### src/rtl/term_writer_if.sv
//------------------------------------------------------------------------------
// Module      : term_writer_if
// Description : Character input and framebuffer write bundle for term_writer.
// Revision    : 1.0 - initial release
//------------------------------------------------------------------------------
`default_nettype none

interface term_writer_if;
    logic [7:0]  char_data;
    logic        char_valid;
    logic        char_ready;
    logic [11:0] fg_color;
    logic [11:0] bg_color;
    logic [7:0]  write_posx;
    logic [5:0]  write_posy;
    logic [31:0] write_value;
    logic        write_enable;
    logic [5:0]  v_offset;
    logic        busy;

    // Character source and framebuffer/display consumer side
    modport master (
        output char_data, char_valid, fg_color, bg_color,
        input  char_ready, write_posx, write_posy, write_value, write_enable,
               v_offset, busy
    );

    // Terminal writer side
    modport slave (
        input  char_data, char_valid, fg_color, bg_color,
        output char_ready, write_posx, write_posy, write_value, write_enable,
               v_offset, busy
    );
endinterface

`default_nettype wire

### src/rtl/term_writer.sv
//------------------------------------------------------------------------------
// Module      : term_writer
// Description : Text terminal writer: clears the screen, then prints bytes into
//               a cell framebuffer with wrap and hardware scroll.
//               Optional control-code decode with TERM_WRITER_CTRL_EN.
// Revision    : 1.0 - initial release
//------------------------------------------------------------------------------
`default_nettype none

module term_writer #(
    parameter int          COLS    = 160,
    parameter int          ROWS    = 45,
    parameter logic [11:0] INIT_FG = 12'hFFF,
    parameter logic [11:0] INIT_BG = 12'h000
) (
    input  logic          clk,
    input  logic          rst_n,
    term_writer_if.slave  bus
);

    localparam logic [7:0] c_COLS_M1 = 8'(COLS - 1);
    localparam logic [5:0] c_ROWS_M1 = 6'(ROWS - 1);
    localparam logic [7:0] c_SPACE   = 8'h20;

    typedef enum logic [1:0] {
        S_INIT  = 2'd0,
        S_IDLE  = 2'd1,
        S_CLEAR = 2'd2
    } state_t;

    state_t      r_state, w_state_nx;
    logic [7:0]  r_cx, w_cx_nx;
    logic [5:0]  r_cy, w_cy_nx;
    logic [5:0]  r_voff, w_voff_nx;
    logic [11:0] r_fg_l, w_fg_l_nx;
    logic [11:0] r_bg_l, w_bg_l_nx;
    logic        r_we, w_we_nx;
    logic [7:0]  r_posx, w_posx_nx;
    logic [5:0]  r_posy, w_posy_nx;
    logic [31:0] r_val, w_val_nx;

    logic        w_ready;
    logic        w_xfer;
    logic        w_print;
    logic        w_lf;
    logic [6:0]  w_row_sum;
    logic [5:0]  w_phys;

    assign w_ready = (r_state == S_IDLE) && rst_n;
    assign w_xfer  = bus.char_valid && w_ready;

    // Logical row to physical framebuffer row through the scroll offset
    assign w_row_sum = {1'b0, r_cy} + {1'b0, r_voff};
    assign w_phys    = (w_row_sum >= 7'(ROWS)) ? 6'(w_row_sum - 7'(ROWS))
                                               : w_row_sum[5:0];

    always_comb begin
        w_state_nx = r_state;
        w_cx_nx    = r_cx;
        w_cy_nx    = r_cy;
        w_voff_nx  = r_voff;
        w_fg_l_nx  = r_fg_l;
        w_bg_l_nx  = r_bg_l;
        w_we_nx    = 1'b0;
        w_posx_nx  = r_posx;
        w_posy_nx  = r_posy;
        w_val_nx   = r_val;
        w_print    = 1'b0;
        w_lf       = 1'b0;

        case (r_state)
            S_INIT: begin
                w_we_nx   = 1'b1;
                w_posx_nx = r_cx;
                w_posy_nx = w_phys;
                w_val_nx  = {INIT_FG, INIT_BG, c_SPACE};
                if (r_cx == c_COLS_M1) begin
                    w_cx_nx = 8'd0;
                    if (r_cy == c_ROWS_M1) begin
                        w_cy_nx    = 6'd0;
                        w_state_nx = S_IDLE;
                    end else begin
                        w_cy_nx = r_cy + 6'd1;
                    end
                end else begin
                    w_cx_nx = r_cx + 8'd1;
                end
            end

            S_IDLE: begin
                if (w_xfer) begin
`ifdef TERM_WRITER_CTRL_EN
                    if (bus.char_data == 8'h0A) begin
                        w_cx_nx = 8'd0;
                        w_lf    = 1'b1;
                    end else if (bus.char_data == 8'h0D) begin
                        w_cx_nx = 8'd0;
                    end else if (bus.char_data == 8'h08) begin
                        if (r_cx != 8'd0) begin
                            w_cx_nx = r_cx - 8'd1;
                        end
                    end else begin
                        w_print = 1'b1;
                    end
`else
                    w_print = 1'b1;
`endif
                    if (w_print) begin
                        w_we_nx   = 1'b1;
                        w_posx_nx = r_cx;
                        w_posy_nx = w_phys;
                        w_val_nx  = {bus.fg_color, bus.bg_color, bus.char_data};
                        if (r_cx == c_COLS_M1) begin
                            w_cx_nx = 8'd0;
                            w_lf    = 1'b1;
                        end else begin
                            w_cx_nx = r_cx + 8'd1;
                        end
                    end

                    // Line feed on the last row scrolls instead of moving down
                    if (w_lf) begin
                        if (r_cy == c_ROWS_M1) begin
                            w_voff_nx  = (r_voff == c_ROWS_M1) ? 6'd0 : r_voff + 6'd1;
                            w_fg_l_nx  = bus.fg_color;
                            w_bg_l_nx  = bus.bg_color;
                            w_state_nx = S_CLEAR;
                        end else begin
                            w_cy_nx = r_cy + 6'd1;
                        end
                    end
                end
            end

            S_CLEAR: begin
                w_we_nx   = 1'b1;
                w_posx_nx = r_cx;
                w_posy_nx = w_phys;
                w_val_nx  = {r_fg_l, r_bg_l, c_SPACE};
                if (r_cx == c_COLS_M1) begin
                    w_cx_nx    = 8'd0;
                    w_state_nx = S_IDLE;
                end else begin
                    w_cx_nx = r_cx + 8'd1;
                end
            end

            default: begin
                w_state_nx = S_INIT;
            end
        endcase
    end

    always_ff @(posedge clk) begin
        if (!rst_n) begin
            r_state <= S_INIT;
            r_cx    <= 8'd0;
            r_cy    <= 6'd0;
            r_voff  <= 6'd0;
            r_fg_l  <= 12'd0;
            r_bg_l  <= 12'd0;
            r_we    <= 1'b0;
            r_posx  <= 8'd0;
            r_posy  <= 6'd0;
            r_val   <= 32'd0;
        end else begin
            r_state <= w_state_nx;
            r_cx    <= w_cx_nx;
            r_cy    <= w_cy_nx;
            r_voff  <= w_voff_nx;
            r_fg_l  <= w_fg_l_nx;
            r_bg_l  <= w_bg_l_nx;
            r_we    <= w_we_nx;
            r_posx  <= w_posx_nx;
            r_posy  <= w_posy_nx;
            r_val   <= w_val_nx;
        end
    end

    assign bus.char_ready   = w_ready;
    assign bus.busy         = ~w_ready;
    assign bus.write_posx   = r_posx;
    assign bus.write_posy   = r_posy;
    assign bus.write_value  = r_val;
    assign bus.write_enable = r_we;
    assign bus.v_offset     = r_voff;

endmodule

`default_nettype wire
### src/flat_wrapper.sv
// flat-port wrapper written by rule: the top's interface ports become plain ports
module term_writer_flat 
#(
    parameter int          COLS    = 160,
    parameter int          ROWS    = 45,
    parameter logic [11:0] INIT_FG = 12'hFFF,
    parameter logic [11:0] INIT_BG = 12'h000
)
  (clk, rst_n, bus_char_data, bus_char_valid, bus_fg_color, bus_bg_color, bus_char_ready, bus_write_posx, bus_write_posy, bus_write_value, bus_write_enable, bus_v_offset, bus_busy);
  term_writer_if bus_i ();
  input  logic clk;
  input  logic rst_n;
  input wire logic [$bits(bus_i.char_data)-1:0] bus_char_data;
  input wire logic [$bits(bus_i.char_valid)-1:0] bus_char_valid;
  input wire logic [$bits(bus_i.fg_color)-1:0] bus_fg_color;
  input wire logic [$bits(bus_i.bg_color)-1:0] bus_bg_color;
  output wire logic [$bits(bus_i.char_ready)-1:0] bus_char_ready;
  output wire logic [$bits(bus_i.write_posx)-1:0] bus_write_posx;
  output wire logic [$bits(bus_i.write_posy)-1:0] bus_write_posy;
  output wire logic [$bits(bus_i.write_value)-1:0] bus_write_value;
  output wire logic [$bits(bus_i.write_enable)-1:0] bus_write_enable;
  output wire logic [$bits(bus_i.v_offset)-1:0] bus_v_offset;
  output wire logic [$bits(bus_i.busy)-1:0] bus_busy;
  assign bus_i.char_data = bus_char_data;
  assign bus_i.char_valid = bus_char_valid;
  assign bus_i.fg_color = bus_fg_color;
  assign bus_i.bg_color = bus_bg_color;
  assign bus_char_ready = bus_i.char_ready;
  assign bus_write_posx = bus_i.write_posx;
  assign bus_write_posy = bus_i.write_posy;
  assign bus_write_value = bus_i.write_value;
  assign bus_write_enable = bus_i.write_enable;
  assign bus_v_offset = bus_i.v_offset;
  assign bus_busy = bus_i.busy;
  term_writer #(.COLS(COLS), .ROWS(ROWS), .INIT_FG(INIT_FG), .INIT_BG(INIT_BG)) u_core (.clk(clk), .rst_n(rst_n), .bus(bus_i));
endmodule
### config.mk
export PLATFORM = sky130hd
export DESIGN_NAME = term_writer_flat
export DESIGN_NICKNAME = d
export VERILOG_FILES = /design/src/rtl/term_writer_if.sv /design/src/rtl/term_writer.sv /design/src/flat_wrapper.sv
export SDC_FILE = /design/constraint.sdc
export NUM_CORES = 1
export LEC_CHECK = 0
export ABC_AREA = 1
export CORE_ASPECT_RATIO = 0.7
export CORE_MARGIN = 3
export CORE_UTILIZATION = 25
export CTS_CLUSTER_SIZE = 25
export DETAILED_ROUTE_END_ITERATION = 12
export GPL_ROUTABILITY_DRIVEN = 0
export PLACE_DENSITY = 0.46
export SLEW_MARGIN = 20
export SYNTH_ARGS = -nofsm -noshare
export SYNTH_HDL_FRONTEND = slang
export SYNTH_SLANG_ARGS = --single-unit
### constraint.sdc
create_clock -name clk -period 2.4 [get_ports clk]
set_input_delay 0.36 -clock clk [delete_from_list [all_inputs] [get_ports clk]]
set_output_delay 0.36 -clock clk [all_outputs]
set_load 0.02 [all_outputs]
Word-level counts from Yosys, hierarchy flattened
Index checks and enable logic that the tools add are counted.
Widths: inputs -> output; s select.
{"block": "op_classes", "n_addsub": 5, "magnitude_cmp": 1, "n_eq_ne": 12, "mux": 29, "bitwise_logic": 1, "n_reduce_logical": 12}
{"cell": "$pmux 32 s3", "n": 1}
{"cell": "$mux 6", "n": 8}
{"cell": "$mux 32", "n": 1}
{"cell": "$pmux 8 s2", "n": 2}
{"cell": "$mux 8", "n": 3}
{"cell": "$pmux 6 s2", "n": 2}
{"cell": "$add 6x1->6 const B", "n": 2}
{"cell": "$eq 6x6->1 const B", "n": 2}
{"cell": "$mux 2", "n": 6}
{"cell": "$add 8x1->8 const B", "n": 1}
{"cell": "$eq 8x8->1 const B", "n": 1}
{"cell": "$ne 2x1->1 const B", "n": 4}
{"cell": "$add 6x6->7", "n": 1}
{"cell": "$ge 7x6->1 const B", "n": 1}
{"cell": "$ne 2x2->1 const B", "n": 3}
{"cell": "$pmux 2 s3", "n": 1}
{"cell": "$reduce_and 6->1", "n": 1}
{"cell": "$sub 6x6->6 const B", "n": 1}
{"cell": "$reduce_and 5->1", "n": 1}
{"cell": "$mux 1", "n": 4}
{"cell": "$reduce_and 2->1", "n": 2}
{"cell": "$reduce_and 4->1", "n": 1}
{"cell": "$reduce_bool 2->1", "n": 2}
{"cell": "$reduce_bool 3->1", "n": 1}
{"cell": "other kinds (7)", "n": 8}
{"block": "totals", "ff_bits": 93, "output_inout_bits": 55, "word_cells": 70}

Depth between registers and ports, before layout
Gate-level depths: netlist of the first run.
{"block": "depth", "ltp_word": 8, "ltp_mapped": 14, "ltp_nobuf": 13}

Least setup slack after synthesis of the first run
OpenSTA, ideal clock, no wires.
{"block": "synth_timing", "path_kind": "reg-to-reg", "startpoint": "reg u_core.r_voff[0] (netlist: u_core.bus.v_offset[0])", "endpoint": "reg u_core.r_posy[0] (netlist: u_core.bus.write_posy[0])", "arrival_ps": 2243, "t_required_ps": 2286, "setup_slack_ps": 44, "path_stages_with_launch": 14, "n_path_buf": 0, "path_cell_list": "dfxtp_1 ha_1 inv_1 fa_1 nand3b_1 nand2_1 xnor2_1 nand3_1 nand2_1 nand2_1 nand2_1 nand2_1 o21bai_1 inv_1"}
{"block": "synth_between", "elab_chain_len": 5, "word_cells_on_any_way": 6, "classes_between": "2 x add/sub; 1 x order compare; 3 x mux"}
{"element": "from (decl)", "line": "term_writer.sv:34", "source": "logic [5:0] r_voff, w_voff_nx;"}
{"element": "from (signal assigned)", "line": "term_writer.sv:170", "source": "r_voff <= w_voff_nx;"}
{"element": "$add 6x6->7 (*)", "line": "term_writer.sv:53", "source": "assign w_row_sum = {1'b0, r_cy} + {1'b0, r_voff};"}
{"element": "$sub 6x6->6 / $ge 7x6->1 (equally long branches)", "line": "term_writer.sv:54", "source": "assign w_phys = (w_row_sum >= 7'(ROWS)) ? 6'(w_row_sum - 7'(ROWS))"}
{"element": "$mux 6 (*)", "line": "term_writer.sv:54"}
{"element": "$mux 6", "line": "term_writer.sv:91", "source": "if (w_xfer) begin"}
{"element": "$pmux 6 s2 (*)", "line": "term_writer.sv:71", "source": "case (r_state)"}
{"element": "to (signal assigned)", "line": "term_writer.sv:175", "source": "r_posy <= w_posy_nx;"}
{"element": "to (decl)", "line": "term_writer.sv:39", "source": "logic [5:0] r_posy, w_posy_nx;"}
Every way passes the cells marked *; elsewhere a longest branch is shown, timed or not. The select of a mux whose other input is x is not followed.
A chain may end at the register's enable or synchronous reset.

Worst setup path after layout of the first run
{"block": "layout_timing", "startpoint": "reg u_core.r_cy[0]", "endpoint": "reg u_core.r_posy[0] (netlist: u_core.bus.write_posy[0])"}
{"block": "layout_between", "elab_chain_len": 5, "word_cells_on_any_way": 6, "classes_between": "2 x add/sub; 1 x order compare; 3 x mux"}
{"element": "from (decl)", "line": "term_writer.sv:33", "source": "logic [5:0] r_cy, w_cy_nx;"}
{"element": "from (signal assigned)", "line": "term_writer.sv:169", "source": "r_cy <= w_cy_nx;"}
{"element": "$add 6x6->7 (*)", "line": "term_writer.sv:53"}
{"element": "$sub 6x6->6 / $ge 7x6->1 (equally long branches)", "line": "term_writer.sv:54"}
{"element": "$mux 6 (*)", "line": "term_writer.sv:54"}
{"element": "$mux 6", "line": "term_writer.sv:91"}
{"element": "$pmux 6 s2 (*)", "line": "term_writer.sv:71"}
Marks and branches as above.

==> results.json, run 1 <==
{
  "cts_setup_buffers": 0,
  "worstMarginPinSlew_ns": 0.623,
  "startpoint_type": "flip-flop",
  "period_share": 0.894,
  "synthAdderAreaFrac": 0.0548,
  "worstSetupEndpointType": "flip-flop",
  "hp-class": "flip-flop to flip-flop",
  "path_clk_slew_ns": 0.06,
  "drt_wl_total_um": 11900,
  "initial_utilization": 0.257,
  "finalSetupTns_ns": 0,
  "power.leakage_nw": 2.22,
  "critical_path_class": "flip-flop to flip-flop",
  "r2r_slack_ns": 0.25,
  "drt_iter0_drc": 288,
  "startpoint": "u_core.r_cy[0]$_SDFFE_PN0P_",
  "synth_seq_cells": 93,
  "crit_family": "simple AND/OR/NAND/NOR gates",
  "syn_area_per_cell_um2": 7.43,
  "grt_overflow": 0,
  "grt_pass1_vias": 3826,
  "syn_area_um2": 4250,
  "clock_sinks": 93,
  "r2r_start": "u_core.r_cy[0]$_SDFFE_PN0P_",
  "fin_cells": 885,
  "syn2layout_area_growth_pct": 34.5,
  "worstHoldStart": "u_core.bus.write_value[7]$_SDFFE_PN0P_",
  "required_ns": 2.64,
  "cts_tree": "yes",
  "reg2regPathDepth": 13,
  "vias": 4051,
  "die_y_um": 115,
  "slew_headroom": 0.582,
  "yosys.area_share.simple": 0.243,
  "synthTopCellsByArea": "dfxtp_1 (44%), nand2_1 (9.0%), o21ai_0 (8.3%)",
  "ir_drop_uv": 307,
  "synth_compound_area_frac": 0.179,
  "clock_path_buffers": 2,
  "antenna_found_initial": 1,
  "crit_top_cell": "nand2_1",
  "clkLatencyLatePin_ns": 0.35,
  "postRouteAntennaNets": 0,
  "finalSetupViolations": 0,
  "core_area_um2": 16500,
  "yosysTopAreaCell": "dfxtp_1",
  "track_usage": 0.132,
  "ys_warn_count": 0,
  "grt_max_degree": 67,
  "hold_viol": 0,
  "io_buffers": 89,
  "skew_ns": 0.0134,
  "ys_types": 29,
  "drive_gt1_frac": 0.0653,
  "cp_max_fo": 6,
  "p_total_mw": 3.14,
  "hpwl_um": 8230,
  "syn_nets": 624,
  "post-route-min-period_ns": 2.15,
  "fp.dieW_um": 162,
  "synth_top_family_by_area": "simple AND/OR/NAND/NOR gates",
  "worst_r2r_endpoint": "u_core.bus.write_posy[0]$_SDFFE_PN0P_",
  "worstPathCellList": "ha_2, inv_1, fa_1, nand3b_1, nand2_1, xnor2_1, nand3_1, nand2_2, nand2_2, nand2_1, nand2_1, o21bai_1, inv_1",
  "dp.cells": 868,
  "fin_nets": 707,
  "synth_top_area_share": 0.439,
  "path_buf_inv": 2,
  "fin_area_um2": 5710,
  "rows": 39,
  "cts-root-buf": "clkbuf_16",
  "drc": 0,
  "outcome": "finished clean",
  "wl_per_cell_um": 13.5,
  "cp_slowest_cell": "fa_1",
  "grt_pass1_wl_um": 19500,
  "htreeDepth": 3,
  "first_pass_iters": 4,
  "viasPerCell": 4.58,
  "hold_depth": 2,
  "critPathMaxStageDelay_ns": 0.39,
  "crit_arrival_ns": 2.39,
  "syn_inst": 571,
  "rsz0062_at_grt": "no",
  "powerDensity_nw_per_um2": 550,
  "die-area_um2": 18600,
  "synthXorXnorAreaFrac": 0.0144,
  "ioPinCount": 90,
  "synth-seq-area-share": 0.439,
  "placed_cell_area_um2": 5410,
  "synth_mux_area_frac": 0,
  "finalMaxSlewViolations": 0,
  "numCtsBuffers": 9,
  "fin_util": 0.346,
  "hold_end": "u_core.bus.write_value[7]$_SDFFE_PN0P_",
  "fmax_ghz": 0.466,
  "cap_violations": 0
}
==> sequential cells by signal (all words and copies together) (netlist names) <==
signal,flops
u_core.r_bg_l,12
u_core.bus.write_posy,6
u_core.r_cx,8
u_core.r_state,2
u_core.bus.write_value,32
u_core.bus.write_enable,1
u_core.bus.write_posx,8
u_core.r_fg_l,12
u_core.bus.v_offset,6
u_core.r_cy,6
==> synthesized netlist by cell type (all sizes together) <==
library cell,count
xnor2,5
a31oi,15
nand2,102
clkbuf,23
clkinv,1
nand4,7
fa,1
nor3b,2
dfxtp,93
or2,2
a21o,1
a41oi,12
o211ai,1
a21oi,36
o21ai,70
ha,17
xor2,2
a211oi,1
buf,11
nor3,9
o21bai,1
inv,39
nand3b,2
nor2,78
nand3,40
==> cell type report <==
type / count / area [µm²]
fillers: 1780 / 10800
multi-input cells: 404 / 2100
flip-flops and latches: 93 / 1860
repair buffers: 106 / 1030
well taps: 225 / 282
clock buffers: 12 / 256
inverters: 40 / 150
clock inverters: 4 / 31.3
diodes: 1 / 2.50
==> worst min-delay path: cells and delay by family, from the launching register on <==
family	cells	cell delay (ns)
compound gates	1	0.06
flops	1	0.31
simple gates	1	0.06
==> cells in the final DEF (no fill, tap or decap), types with 2 or more instances in the layout <==
| cell type | n |
|---|---|
| inv_1 | 38 |
| clkdlybuf4s50_1 | 88 |
| nand3b_1 | 2 |
| nor3_1 | 7 |
| xor2_1 | 2 |
| ha_1 | 16 |
| nand2_1 | 100 |
| nor3_4 | 2 |
| a31oi_1 | 15 |
| o21ai_0 | 70 |
| a21oi_1 | 36 |
| clkbuf_16 | 9 |
| nor3b_1 | 2 |
| nor2_1 | 77 |
| a41oi_1 | 12 |
| clkinv_4 | 2 |
| xnor2_1 | 5 |
| dfxtp_1 | 92 |
| nand2_2 | 2 |
| nand3_1 | 40 |
| nand4_1 | 7 |
| buf_4 | 16 |
| clkbuf_8 | 2 |
==> how the worst max path moves through the flow <==
| stage | endpoint | slack (ns) | cells after the start |
|---|---|---|---|
| after floorplan | u_core.bus.write_posy[0]$_SDFFE_PN0P_ | 0.04 | 13 |
| after global placement | u_core.bus.write_posy[0]$_SDFFE_PN0P_ | 0.16 | 13 |
| after detailed placement | u_core.bus.write_posy[0]$_SDFFE_PN0P_ | 0.12 | 13 |
| after CTS | u_core.bus.write_posy[0]$_SDFFE_PN0P_ | 0.10 | 13 |
| after global routing | u_core.bus.write_posy[0]$_SDFFE_PN0P_ | 0.02 | 13 |
| final | u_core.bus.write_posy[0]$_SDFFE_PN0P_ | 0.25 | 13 |
==> routing by layer <==
layer	vias up	wire length, µm	global-route usage
met5	-	9	0
li1	2091	-	-
met3	7	732	0.0450
met4	2	75	0.0341
met1	1849	6400	0.190
met2	102	4730	0.187
==> cells by family after synthesis <==
family,Yosys count
XOR/XNOR,7
adder cells (fa/ha/maj),18
buffers and inverters,74
AND/OR/NAND/NOR,242
AO/OA/AOI/OAI,137
flip-flops,93
==> timing repair <==
item / 4_1_cts / 5_1_grt
hold buffers: 0 / 0
endpoints found under the setup margin: 0 / 5
endpoints found under the hold margin: 0 / 0
resized for setup: 0 / 4
==> through the flow <==
| step | worst slack, ns | hold slack [ns] |
|---|---|---|
| after CTS | 0.103 | 0.470 |
| after global routing | 0.0249 | 0.489 |
| after global placement | 0.163 | 0.454 |
| after detailed placement | 0.116 | 0.461 |
| after floorplan | 0.0439 | 0.457 |
| final | 0.254 | 0.471 |
==> report_power, final <==
group / internal [mW] / total, mW / switching [mW]
registers: 1.56 / 1.58 / 0.0159
clock network: 0.765 / 1.38 / 0.618
logic: 0.0957 / 0.179 / 0.0833
total: 2.42 / 3.14 / 0.717
Power figures use the tool's default switching activity.
==> run 2, diff against run 1 <==
Settings changed: CORE_UTILIZATION 25 to 45, PLACE_DENSITY 0.46 to 0.73.
==> run 2 against run 1 <==
Via count rose by 1.4%. Critical path depth unchanged. Flip-flop and latch count is the same. Total power up 2.5%. Sequential power about the same. Combinational power hardly changed. Sequential share of layout area grew 0.73 points. Hold slack got worse by 0.0059 ns. Die area fell by 43%.
==> results.json, run 2 (same netlist as run 1, synthesis figures left out) <==
{
  "clock_sinks": 93,
  "hp-class": "flip-flop to flip-flop",
  "cts_tree": "yes",
  "grt_overflow": 0,
  "holdWs_ns": 0.465,
  "skew_ns": 0.00643,
  "viasPerCell": 5.28,
  "cap_violations": 0,
  "drt_iter0_drc": 260,
  "die-area_um2": 10700,
  "ir_drop_uv": 418,
  "startpoint_type": "flip-flop",
  "finalSetupViolations": 0,
  "numCtsBuffers": 9,
  "drive_gt1_frac": 0.0638,
  "slew_headroom": 0.610,
  "wl_per_cell_um": 14.2,
  "first_pass_iters": 4,
  "antenna_found_initial": 0,
  "fp.dieW_um": 122,
  "path_clk_slew_ns": 0.06,
  "worstMarginPinSlew_ns": 0.584,
  "fmax_ghz": 0.454,
  "drc": 0,
  "crit_top_cell": "nand2_1",
  "htreeDepth": 3,
  "final_common_cell": "nand2_1",
  "hold_viol": 0,
  "postRouteAntennaNets": 0,
  "outcome": "finished clean",
  "fin_nets": 706,
  "power.leakage_nw": 2.22,
  "diodes": 0,
  "cp_max_fo": 6,
  "setup_ws_ns": 0.198,
  "powerDensity_nw_per_um2": 576,
  "drt_wl_total_um": 11000,
  "worstPathCellList": "ha_2, inv_1, fa_1, nand3b_1, nand2_1, xnor2_1, nand3_1, nand2_2, nand2_2, nand2_1, nand2_1, o21bai_1, inv_1",
  "worstSetupEndpointType": "flip-flop",
  "vias": 4106,
  "required_ns": 2.63,
  "initial_utilization": 0.483,
  "grt_pass1_vias": 3870,
  "period_share": 0.917,
  "ctsHoldBuffers": 0,
  "ioPinCount": 90,
  "cp_slowest_cell": "fa_1",
  "p_total_mw": 3.22,
  "dp_slack_ns": 0.0950,
  "grt_max_degree": 67,
  "grt_pass1_wl_um": 18000,
  "finalSetupTns_ns": 0,
  "largest_register_ffs": 32,
  "die_y_um": 87.3,
  "core_area_um2": 8790,
  "layout.cells.most_common_list": "nand2_1 (100), dfxtp_1 (92), clkdlybuf4s50_1 (88), nor2_1 (77), o21ai_0 (70)",
  "post-route-min-period_ns": 2.20,
  "syn2layout_area_growth_pct": 31.6,
  "io_buffers": 89,
  "clock_path_buffers": 2,
  "critical_path_class": "flip-flop to flip-flop",
  "finalMaxSlewViolations": 0,
  "hpwl_um": 7600,
  "crit_arrival_ns": 2.43,
  "critPathMaxStageDelay_ns": 0.39,
  "fin_util": 0.635,
  "clkLatencyLatePin_ns": 0.33,
  "rows": 28,
  "track_usage": 0.208,
  "rsz0062_at_grt": "no",
  "cts-root-buf": "clkbuf_16"
}
-- run 2: path summary, 6_finish.rpt --
check                                         startpoint                                endpoint  slack (ns)  cells past startpoint
hold / removal    u_core.bus.write_value[0]$_SDFFE_PN0P_  u_core.bus.write_value[0]$_SDFFE_PN0P_        0.46                      2
setup reg to reg     u_core.bus.v_offset[0]$_SDFFE_PN0P_   u_core.bus.write_posy[0]$_SDFFE_PN0P_        0.20                     13
setup / recovery     u_core.bus.v_offset[0]$_SDFFE_PN0P_   u_core.bus.write_posy[0]$_SDFFE_PN0P_        0.20                     13
hold reg to reg   u_core.bus.write_value[0]$_SDFFE_PN0P_  u_core.bus.write_value[0]$_SDFFE_PN0P_        0.46                      2
-- run 2: through the flow --
stage,area (µm²),cells
floorplan,4250,571
global placement,5260,762
detailed placement,5260,762
CTS,5570,778
global route,5590,778
finish,5590,778
-- run 2: area by class of cell --
cell class	count	area [µm²]
repair buffers	105	1010
clock inverters	3	42.5
multi-input cells	404	2100
clock buffers	13	270
fillers	760	3210
flip-flops and latches	93	1860
well taps	120	150
inverters	40	150
-- run 2: report_power, final --
part / switching [mW] / internal, mW / leakage, nW
Sequential: 0.0153 / 1.56 / 0.756
Combinational: 0.0821 / 0.0956 / 1.31
Clock: 0.571 / 0.891 / 0.152
-- run 2: layer usage --
metal  vias up  track usage  wire length (µm)
li1       2078            -                 -
met1      1903        0.289              5390
met2       121        0.326              4800
met3         4       0.0643               793
met4         0       0.0376                30
met5         -            0                 0
-- run 2: critical path: cells and delay by family, from the launching register on --
| family | cells | cell delay (ns) |
|---|---|---|
| compound gates | 1 | 0.12 |
| xor+xnor | 1 | 0.15 |
| fa+ha+maj | 2 | 0.60 |
| buf+inv | 2 | 0.10 |
| flops | 1 | 0.35 |
| simple gates | 7 | 0.78 |
-- run 2: timing repair --
action,4_1_cts,5_1_grt
gates resized for setup,0,5
endpoints found under the setup margin,0,8
buffers inserted,0,0
